<file path="src/rtl/btn_pkg.sv">
// Shared encodings for the push-button debouncer: channel FSM states and counter widths.
package btn_pkg;

  localparam int CNT_W = 4;
  localparam int RPT_W = 8;

  typedef enum logic [1:0] {
    ST_IDLE         = 2'b00,
    ST_PRESS_WAIT   = 2'b01,
    ST_PRESSED      = 2'b10,
    ST_RELEASE_WAIT = 2'b11
  } state_t;

endpackage

</file>
<file path="src/rtl/btn_debounce_if.sv">
// Debouncer bus: divider count and raw buttons toward the debouncer, filtered levels and pulses back.
interface btn_debounce_if
  import btn_pkg::*;
#(
  parameter int N = 4
);
  logic [15:0]  clkdiv_in;
  logic [N-1:0] btn_raw;
  logic [N-1:0] btn_level;
  logic [N-1:0] btn_press;
  logic [N-1:0] btn_release;

  modport master (
    output clkdiv_in,
    output btn_raw,
    input  btn_level,
    input  btn_press,
    input  btn_release
  );

  modport slave (
    input  clkdiv_in,
    input  btn_raw,
    output btn_level,
    output btn_press,
    output btn_release
  );
endinterface

</file>
<file path="src/rtl/btn_chan.sv">
// One button channel: 2-flop synchroniser, tick-driven accept/reject FSM, registered level/pulses.
// BTN_AUTOREPEAT_EN adds a repeat counter that re-pulses btn_press while the button stays held.
module btn_chan
  import btn_pkg::*;
#(
  parameter int STABLE_CNT = 4,
  parameter int ACTIVE_LOW = 0
`ifdef BTN_AUTOREPEAT_EN
  ,
  parameter int REPEAT_DLY = 32,
  parameter int REPEAT_PER = 8
`endif
) (
  input  logic clk,
  input  logic rst,
  input  logic tick,
  input  logic btn_raw,
  output logic btn_level,
  output logic btn_press,
  output logic btn_release
);

  localparam logic [CNT_W-1:0] STABLE_V = CNT_W'(STABLE_CNT);
  localparam logic             INV      = 1'(ACTIVE_LOW != 0);

  state_t           state_q, state_d;
  logic [CNT_W-1:0] cnt_q, cnt_d, cnt_inc;
  logic             sync1_q, sync1_d, sync2_q, sync2_d;
  logic             s;
  logic             level_q, level_d;
  logic             press_q, press_d;
  logic             release_q, release_d;

`ifdef BTN_AUTOREPEAT_EN
  localparam logic [RPT_W-1:0] DLY_V = RPT_W'(REPEAT_DLY);
  localparam logic [RPT_W-1:0] PER_V = RPT_W'(REPEAT_PER);

  logic [RPT_W-1:0] rpt_q, rpt_d, rpt_inc;
  logic             rpt_again_q, rpt_again_d;
`endif

  always_comb begin
    sync1_d   = btn_raw;
    sync2_d   = sync1_q;
    s         = sync2_q ^ INV;
    cnt_inc   = (cnt_q < STABLE_V) ? cnt_q + CNT_W'(1) : cnt_q;
    state_d   = state_q;
    cnt_d     = cnt_q;
    press_d   = 1'b0;
    release_d = 1'b0;

    if (tick) begin
      unique case (state_q)
        ST_IDLE: begin
          if (s) begin
            cnt_d = CNT_W'(1);
            if (STABLE_CNT == 1) begin
              state_d = ST_PRESSED;
              press_d = 1'b1;
            end else begin
              state_d = ST_PRESS_WAIT;
            end
          end
        end
        ST_PRESS_WAIT: begin
          if (s) begin
            cnt_d = cnt_inc;
            if (cnt_inc == STABLE_V) begin
              state_d = ST_PRESSED;
              press_d = 1'b1;
            end
          end else begin
            state_d = ST_IDLE;
            cnt_d   = '0;
          end
        end
        ST_PRESSED: begin
          if (!s) begin
            cnt_d = CNT_W'(1);
            if (STABLE_CNT == 1) begin
              state_d   = ST_IDLE;
              release_d = 1'b1;
            end else begin
              state_d = ST_RELEASE_WAIT;
            end
          end
        end
        ST_RELEASE_WAIT: begin
          if (!s) begin
            cnt_d = cnt_inc;
            if (cnt_inc == STABLE_V) begin
              state_d   = ST_IDLE;
              release_d = 1'b1;
            end
          end else begin
            state_d = ST_PRESSED;
            cnt_d   = '0;
          end
        end
      endcase
    end

`ifdef BTN_AUTOREPEAT_EN
    // Counter only advances on ticks spent wholly inside PRESSED; any exit restarts the delay.
    rpt_d       = rpt_q;
    rpt_again_d = rpt_again_q;
    rpt_inc     = rpt_q + RPT_W'(1);
    if (state_d != ST_PRESSED) begin
      rpt_d       = '0;
      rpt_again_d = 1'b0;
    end else if (tick && (state_q == ST_PRESSED)) begin
      if (rpt_inc == (rpt_again_q ? PER_V : DLY_V)) begin
        press_d     = 1'b1;
        rpt_d       = '0;
        rpt_again_d = 1'b1;
      end else begin
        rpt_d = rpt_inc;
      end
    end
`endif

    level_d = (state_d == ST_PRESSED) || (state_d == ST_RELEASE_WAIT);
  end

  always_ff @(posedge clk or posedge rst) begin
    if (rst) begin
      sync1_q   <= 1'b0;
      sync2_q   <= 1'b0;
      state_q   <= ST_IDLE;
      cnt_q     <= '0;
      level_q   <= 1'b0;
      press_q   <= 1'b0;
      release_q <= 1'b0;
    end else begin
      sync1_q   <= sync1_d;
      sync2_q   <= sync2_d;
      state_q   <= state_d;
      cnt_q     <= cnt_d;
      level_q   <= level_d;
      press_q   <= press_d;
      release_q <= release_d;
    end
  end

`ifdef BTN_AUTOREPEAT_EN
  always_ff @(posedge clk or posedge rst) begin
    if (rst) begin
      rpt_q       <= '0;
      rpt_again_q <= 1'b0;
    end else begin
      rpt_q       <= rpt_d;
      rpt_again_q <= rpt_again_d;
    end
  end
`endif

  assign btn_level   = level_q;
  assign btn_press   = press_q;
  assign btn_release = release_q;

endmodule

</file>
<file path="src/rtl/btn_debounce.sv">
// Multi-channel debouncer: sample tick from a rising edge of one divider bit, N independent channels.
// Define BTN_AUTOREPEAT_EN to enable held-button auto-repeat on btn_press.
module btn_debounce
  import btn_pkg::*;
#(
  parameter int N          = 4,
  parameter int SAMPLE_BIT = 15,
  parameter int STABLE_CNT = 4,
  parameter int ACTIVE_LOW = 0,
  parameter int REPEAT_DLY = 32,
  parameter int REPEAT_PER = 8
) (
  input logic          clk,
  input logic          rst,
  btn_debounce_if.slave bus
);

  if ((STABLE_CNT < 1) || (STABLE_CNT > (1 << CNT_W) - 1) ||
      (REPEAT_DLY < 1) || (REPEAT_DLY > (1 << RPT_W) - 1) ||
      (REPEAT_PER < 1) || (REPEAT_PER > (1 << RPT_W) - 1)) begin : g_bad_param
    $error("btn_debounce: parameter out of range");
  end

  logic         tick_prev_q, tick_prev_d;
  logic         tick;
  logic [N-1:0] level_w, press_w, release_w;
  logic         unused_clkdiv;

  // Only the selected divider bit matters; the wrap to zero is a falling edge and never ticks.
  always_comb tick_prev_d = bus.clkdiv_in[SAMPLE_BIT];
  assign tick          = bus.clkdiv_in[SAMPLE_BIT] & ~tick_prev_q;
  assign unused_clkdiv = ^bus.clkdiv_in;

  always_ff @(posedge clk or posedge rst) begin
    if (rst) tick_prev_q <= 1'b0;
    else     tick_prev_q <= tick_prev_d;
  end

  for (genvar i = 0; i < N; i++) begin : g_chan
    btn_chan #(
      .STABLE_CNT (STABLE_CNT),
      .ACTIVE_LOW (ACTIVE_LOW)
`ifdef BTN_AUTOREPEAT_EN
      ,
      .REPEAT_DLY (REPEAT_DLY),
      .REPEAT_PER (REPEAT_PER)
`endif
    ) u_chan (
      .clk         (clk),
      .rst         (rst),
      .tick        (tick),
      .btn_raw     (bus.btn_raw[i]),
      .btn_level   (level_w[i]),
      .btn_press   (press_w[i]),
      .btn_release (release_w[i])
    );
  end

  assign bus.btn_level   = level_w;
  assign bus.btn_press   = press_w;
  assign bus.btn_release = release_w;

endmodule

</file>
<file path="src/flat_wrapper.sv">
// flat-port wrapper written by rule: the top's interface ports become plain ports
module btn_debounce_flat import btn_pkg::*;
#(
  parameter int N          = 4,
  parameter int SAMPLE_BIT = 15,
  parameter int STABLE_CNT = 4,
  parameter int ACTIVE_LOW = 0,
  parameter int REPEAT_DLY = 32,
  parameter int REPEAT_PER = 8
)
  (clk, rst, bus_clkdiv_in, bus_btn_raw, bus_btn_level, bus_btn_press, bus_btn_release);
  btn_debounce_if #(.N(N)) bus_i ();
  input logic clk;
  input logic rst;
  input wire logic [$bits(bus_i.clkdiv_in)-1:0] bus_clkdiv_in;
  input wire logic [$bits(bus_i.btn_raw)-1:0] bus_btn_raw;
  output wire logic [$bits(bus_i.btn_level)-1:0] bus_btn_level;
  output wire logic [$bits(bus_i.btn_press)-1:0] bus_btn_press;
  output wire logic [$bits(bus_i.btn_release)-1:0] bus_btn_release;
  assign bus_i.clkdiv_in = bus_clkdiv_in;
  assign bus_i.btn_raw = bus_btn_raw;
  assign bus_btn_level = bus_i.btn_level;
  assign bus_btn_press = bus_i.btn_press;
  assign bus_btn_release = bus_i.btn_release;
  btn_debounce #(.N(N), .SAMPLE_BIT(SAMPLE_BIT), .STABLE_CNT(STABLE_CNT), .ACTIVE_LOW(ACTIVE_LOW), .REPEAT_DLY(REPEAT_DLY), .REPEAT_PER(REPEAT_PER)) u_core (.clk(clk), .rst(rst), .bus(bus_i));
endmodule
</file>
<file path="config.mk">
export PLATFORM = sky130hd
export DESIGN_NAME = btn_debounce_flat
export DESIGN_NICKNAME = d
export VERILOG_FILES = /design/src/rtl/btn_pkg.sv /design/src/rtl/btn_debounce_if.sv /design/src/rtl/btn_chan.sv /design/src/rtl/btn_debounce.sv /design/src/flat_wrapper.sv
export SDC_FILE = /design/constraint.sdc
export NUM_CORES = 1
export LEC_CHECK = 0
export CAP_MARGIN = 20
export CELL_PAD_IN_SITES_DETAIL_PLACEMENT = 0
export CELL_PAD_IN_SITES_GLOBAL_PLACEMENT = 1
export CORE_MARGIN = 2
export CORE_UTILIZATION = 35
export DETAILED_ROUTE_END_ITERATION = 6
export PLACE_DENSITY = 0.72
export SETUP_SLACK_MARGIN = 0.05
export SLEW_MARGIN = 20
export SYNTH_ARGS = -nofsm -noshare
export SYNTH_HDL_FRONTEND = slang
export SYNTH_HIERARCHICAL = 1
export SYNTH_SLANG_ARGS = --single-unit
export TNS_END_PERCENT = 20
</file>
<file path="constraint.sdc">
create_clock -name clk -period 2 [get_ports clk]
set_input_delay 0.3 -clock clk [delete_from_list [all_inputs] [get_ports clk]]
set_output_delay 0.3 -clock clk [all_outputs]
set_load 0.02 [all_outputs]
</file>
# ---- After elaboration in Yosys (flattened, before gate mapping)
# Cells that the tools add are included.
dict set report totals {
  ramBits 0
  in_bits 22
  mem_bits_ro 0
  latch_bits 0
  wordCells 167
  mem_count 0
  out_inout_bits 12
  reg_bits 45
}
dict set report classes {
  addsub 4
  eq_ne 32
  mux 84
  n_bitwise 2
  div 0
  n_reduce_logical 12
  multipliers 0
  magnitude_cmp 4
  shift 0
}
# operator n
set op_table {}
lappend op_table {{$mux 4} 20}
lappend op_table {{$pmux 4 s4} 4}
lappend op_table {{$mux 2} 28}
lappend op_table {{$eq 2x2->1 const B} 16}
lappend op_table {{$pmux 2 s4} 4}
lappend op_table {{$mux 1} 28}
lappend op_table {{$add 4x1->4 const B} 4}
lappend op_table {{$eq 4x3->1 const B} 4}
lappend op_table {{$lt 4x3->1 const B} 4}
lappend op_table {{$ne 2x2->1 const B} 8}
lappend op_table {{$reduce_and 3->1} 4}
lappend op_table {{$eq 2x1->1 const B} 4}
lappend op_table {{$logic_not 2->1} 4}
lappend op_table {{$logic_or 1x1->1} 4}
lappend op_table {{$and 1x1->1} 1}
lappend op_table {{$not 1->1} 1}

# ---- Longest topological paths before layout
# Gate-level depths: netlist of the first run.
dict set report logic_depth {
  word_depth 9
  depth_mapped 5
  depth_no_buf 5
}

# ---- By module
# Netlist of the first run, hierarchy kept.
# module cells_per_inst n_inst area_per_inst_um2
set modules_own_cells {}
lappend modules_own_cells {{btn_chan (u_core.g_chan[0].u_chan ...)} 44 3 493.0}
lappend modules_own_cells {{btn_chan (u_core.g_chan[3].u_chan)} 45 1 496.7}
lappend modules_own_cells {btn_debounce 3 1 42.5}

# ---- Worst setup path before layout of the first run
# Ideal clock, no wire load.
dict set report synth_path {
  path_type {reg2reg}
  startpoint {reg u_core.g_chan[3].u_chan.cnt_q[0]}
  endpoint {reg u_core.g_chan[3].u_chan.level_q}
  arrival_ns 1.510
  stages_incl_launch_ff 6
  slack_ns 0.362
  path_buffers 0
  required_ns 1.872
  cell_sequence {dfrtp_1 -> ha_1 -> mux2i_1 -> a32o_1 -> and3_4 -> mux2_1}
}
dict set report synth_via {
  elab_chain_len 9
  elab_cells_between_ends 13
}
# element line
set synth_rtl {}
lappend synth_rtl {{start, declared} btn_chan.sv:27} ;# logic [CNT_W-1:0] cnt_q, cnt_d, cnt_inc;
lappend synth_rtl {{start signal, assigned} btn_chan.sv:138} ;# cnt_q <= cnt_d;
lappend synth_rtl {{$add 4x1->4 / $lt 4x3->1 (equally long branches)} btn_chan.sv:46} ;# cnt_inc = (cnt_q < STABLE_V) ? cnt_q + CNT_W'(1) : cnt_q;
lappend synth_rtl {{$mux 4 (*)} btn_chan.sv:46}
lappend synth_rtl {{$eq 4x3->1 (*)} {btn_chan.sv:68, btn_chan.sv:91}}
lappend synth_rtl {{$mux 2, on equally long branches} {btn_chan.sv:91, btn_chan.sv:68}}
lappend synth_rtl {{$mux 2, on equally long branches} {btn_chan.sv:89, btn_chan.sv:66}}
lappend synth_rtl {{$pmux 2 s4 (*)} btn_chan.sv:53} ;# unique case (state_q)
lappend synth_rtl {{$mux 2 (*)} btn_chan.sv:52} ;# if (tick) begin
lappend synth_rtl {{$eq 2x2->1} btn_chan.sv:122} ;# level_d = (state_d == ST_PRESSED) || (state_d == ST_RELEASE_WAIT);
lappend synth_rtl {{$logic_or 1x1->1 (*)} btn_chan.sv:122}
lappend synth_rtl {{named net u_core.g_chan[3].u_chan.level_d} btn_chan.sv:30} ;# logic level_q, level_d;
lappend synth_rtl {{end signal, assigned} btn_chan.sv:139} ;# level_q <= level_d;
lappend synth_rtl {{end, declared} btn_chan.sv:30}
# The timed path passes the listed nets; every way through them passes the cells marked *.
# A chain may end at the register's enable or synchronous reset.

# ---- Worst setup path in the final report of the first run
# Ends and elaborated chain as after synthesis.

==> results of run 1 <==
-- sequential cells by signal, summed over array words and instances, names as in the netlist --
register                          cells
u_core/g_chan.u_chan/cnt_q           16
u_core/g_chan.u_chan/s                4
u_core/g_chan.u_chan/state_q          8
u_core/g_chan.u_chan/btn_level        4
u_core/tick_prev_q                    1
u_core/g_chan.u_chan/btn_release      4
u_core/g_chan.u_chan/sync1_q          4
u_core/g_chan.u_chan/btn_press        4
-- cells in the mapped netlist --
| cell | instances |
|---|---|
| dfrtp_1 | 45 |
| a21oi_1 | 16 |
| nand2_1 | 15 |
| nor2_1 | 13 |
| o21ai_0 | 12 |
| inv_1 | 9 |
| mux2_1 | 8 |
| nor2b_1 | 8 |
| nor3b_1 | 8 |
| xnor2_1 | 8 |
| a21boi_0 | 4 |
| a31oi_1 | 4 |
| a32o_1 | 4 |
| ha_1 | 4 |
| mux2i_1 | 4 |
| o22ai_1 | 4 |
| xor2_1 | 4 |
| nand3_2 | 3 |
| o211a_1 | 3 |
| a211oi_1 | 1 |
| and3_4 | 1 |
| nand3_1 | 1 |
| nor2b_4 | 1 |
-- layer usage --
| layer | GRT usage (%) | share of wire (%) |
|---|---|---|
| met1 | 16.5 | 50 |
| met2 | 18.8 | 45 |
| met3 | 3.28 | 3.4 |
| met4 | 5.59 | 1.7 |
| met5 | 0 | 0 |
-- worst min-delay path by stage --
stage	cells past startpoint	slack, ps	from	end
finish	2	250	rst	u_core/tick_prev_q$_DFF_PP0_
global route	2	260	rst	u_core/tick_prev_q$_DFF_PP0_
CTS	2	250	rst	u_core/tick_prev_q$_DFF_PP0_
detailed placement	0	340	u_core/g_chan[0].u_chan/sync1_q$_DFF_PP0_	u_core/g_chan[0].u_chan/s$_DFF_PP0_
global placement	0	330	u_core/g_chan[0].u_chan/sync1_q$_DFF_PP0_	u_core/g_chan[0].u_chan/s$_DFF_PP0_
floorplan	1	30	rst	u_core/tick_prev_q$_DFF_PP0_
-- kinds of logic (layout without fill, tap and decap cells) --
kind of cell / Yosys count / after routing / share of synthesized area (%)
AO/OA/AOI/OAI: 48 / 48 / 14.8
XOR/XNOR: 12 / 12 / 5.21
adder cells (fa/ha/maj): 4 / 4 / 2.48
buffers and inverters: 9 / 40 / 1.67
flip-flops: 45 / 45 / 55.8
multiplexers: 12 / 12 / 6.45
AND/OR/NAND/NOR: 50 / 50 / 13.6
-- power breakdown --
part | leakage, uW | total (uW) | internal, uW | switching [uW]
clock | 0.0000395 | 533 | 248 | 285
combinational | 0.000431 | 918 | 472 | 446
sequential | 0.000573 | 1410 | 1130 | 283
-- stage by stage --
step           total power, uW  cell area (sq um)  util, %
2_1_floorplan             2080               2020        -
3_3_place_gp              2340               2330     42.0
3_5_place_dp              2340               2330     42.0
4_1_cts                   2900               2410     43.4
5_1_grt                   3100               2410     43.4
6_report                  2860               2410     43.4
-- cell type report --
class | instances | area, sq um
fill | 555 | 3130
clock buffer | 8 | 80.1
multi-input combinational | 126 | 858
tap | 72 | 90.1
timing repair buffer | 23 | 218
sequential | 45 | 1130
inverter | 9 | 33.8
==> results.toml, run 1 <==
[power]
peakVddDrop_mv = 0.579
leakage_uw = 0.00104
powerDensity_nw_per_um2 = 1190

[critical_path]
cpMaxStageDelayCell = "dfrtp_1"
r2r_start = "u_core/g_chan[3].u_chan/cnt_q[0]$_DFFE_PP0P_"
worst-path-stages = 5
crit_chain = "ha_1, mux2i_1, a32o_1, and3_4, mux2_1"
r2r_slack_ps = 220
startpoint = "u_core/g_chan[3].u_chan/cnt_q[0]$_DFFE_PP0P_"
r2r_end = "u_core/g_chan[3].u_chan/btn_level$_DFF_PP0_"
cp_data_required_time_ps = 2180
cp_slowest_stage_delay_ps = 450
worstSetupPathType = "flip-flop to flip-flop"
worstSetupEndpoint = "u_core/g_chan[3].u_chan/btn_level$_DFF_PP0_"
path_max_fanout = 6
critPathCaptureType = "flip-flop"
start_kind = "flip-flop"
critPathBufInv = 0
worst-r2r-cell-count = 5
arrival_ps = 1960
critPathTopFamily = "flip-flops"

[finish]
instances_no_fill = 283
syn_to_final_growth_pct = 19.2
final_cell_mix = "dfrtp_1 (45), clkdlybuf4s50_1 (18), a21oi_1 (16)"
layout-drive-gt1-share_pct = 7.11
final_common_cell = "dfrtp_1"
antenna_cells = 0
final_nets = 236

[grt]
overflow = 0
grt_pass1_vias = 1375
grt_pass1_wl_um = 6210
antenna_found_initial = 0
grt_usage_pct = 12.4
grt_start_max_net_pins = 13

[timing]
hold_violations = 0
max-slew-margin-rel_pct = 71.2
hold_ws_ps = 253
maxSlewViolCount = 0
rsz0062_at_grt = "no"
setup_slack_ps = 218
tightest_slew_ps = 431
finalSetupViolCount = 0
setup_tns_ps = 0
fin_skew_ps = 3.21
min_period_ps = 1780
post-route-period-util_pct = 89.1
timing.fmax_mhz = 561

[cts]
clockBufferDepth = 2
htree_levels = 2
cts_resized = 0
cts_buffers = 5
clkLatencyLatePin_ps = 290
clkSinkCount = 45
cts_setup_buffers = 0
path_clk_slew_ps = 80
cts_root_buffer = "clkbuf_8"
cts_tree = "built"
postCtsHoldBufs = 0

[floorplan]
start_util_pct = 36.4
die_w_um = 79.9
dieArea_sq_um = 6390
core_sq_um = 5540
io_pins = 34
fp.dieH_um = 79.9
row_count = 27

[yosys]
synth.avg_cell_area_sq_um = 11.2
synth_seq_cells = 45
post_synth_num_cell_types = 23
ys_warn_count = 6
netlist_instances = 180
synth.area.top_cells = "dfrtp_1 (56%), mux2_1 (4.5%), a21oi_1 (4.0%)"
syn_nets = 206
yosysTopAreaCell = "dfrtp_1"
netlist_area_sq_um = 2020
synth_top_area_share_pct = 55.8
ys_seq_area_share_pct = 55.8

[placed_design]
place_inst = 275
post-dp-hpwl_um = 2300
io_buffers = 18
place.gp.congestion = 0.778
pre_cts_ws_ps = 34.2

[routing]
drcViolationCount = 0
wl_um = 3380
postRouteAntennaNets = 0
drtIter0Drc = 49
dr.pass1.iters = 4
vias_per_cell = 4.94
route.vias.total = 1397
routedWlPerCell_um = 11.9

[flow_run]
maxCapViolations = 0

[hold_path]
holdCritPathClass = "primary input to async pin"

[status]
outcome = "complete, no violations"
No activity file was read; power rests on OpenSTA's default activity.
==> inputs of run 2 (changes only) <==
- SLEW_MARGIN: 20 -> 30
==> results of run 2 <==
No change in the layout: final DEF, timing and power equal those of run 1.
==> inputs of run 3 (changes only) <==
- ABC_CLOCK_PERIOD_IN_PS: unset -> 2000
==> results of run 3 <==
No change in the layout: final DEF, timing and power equal those of run 1.
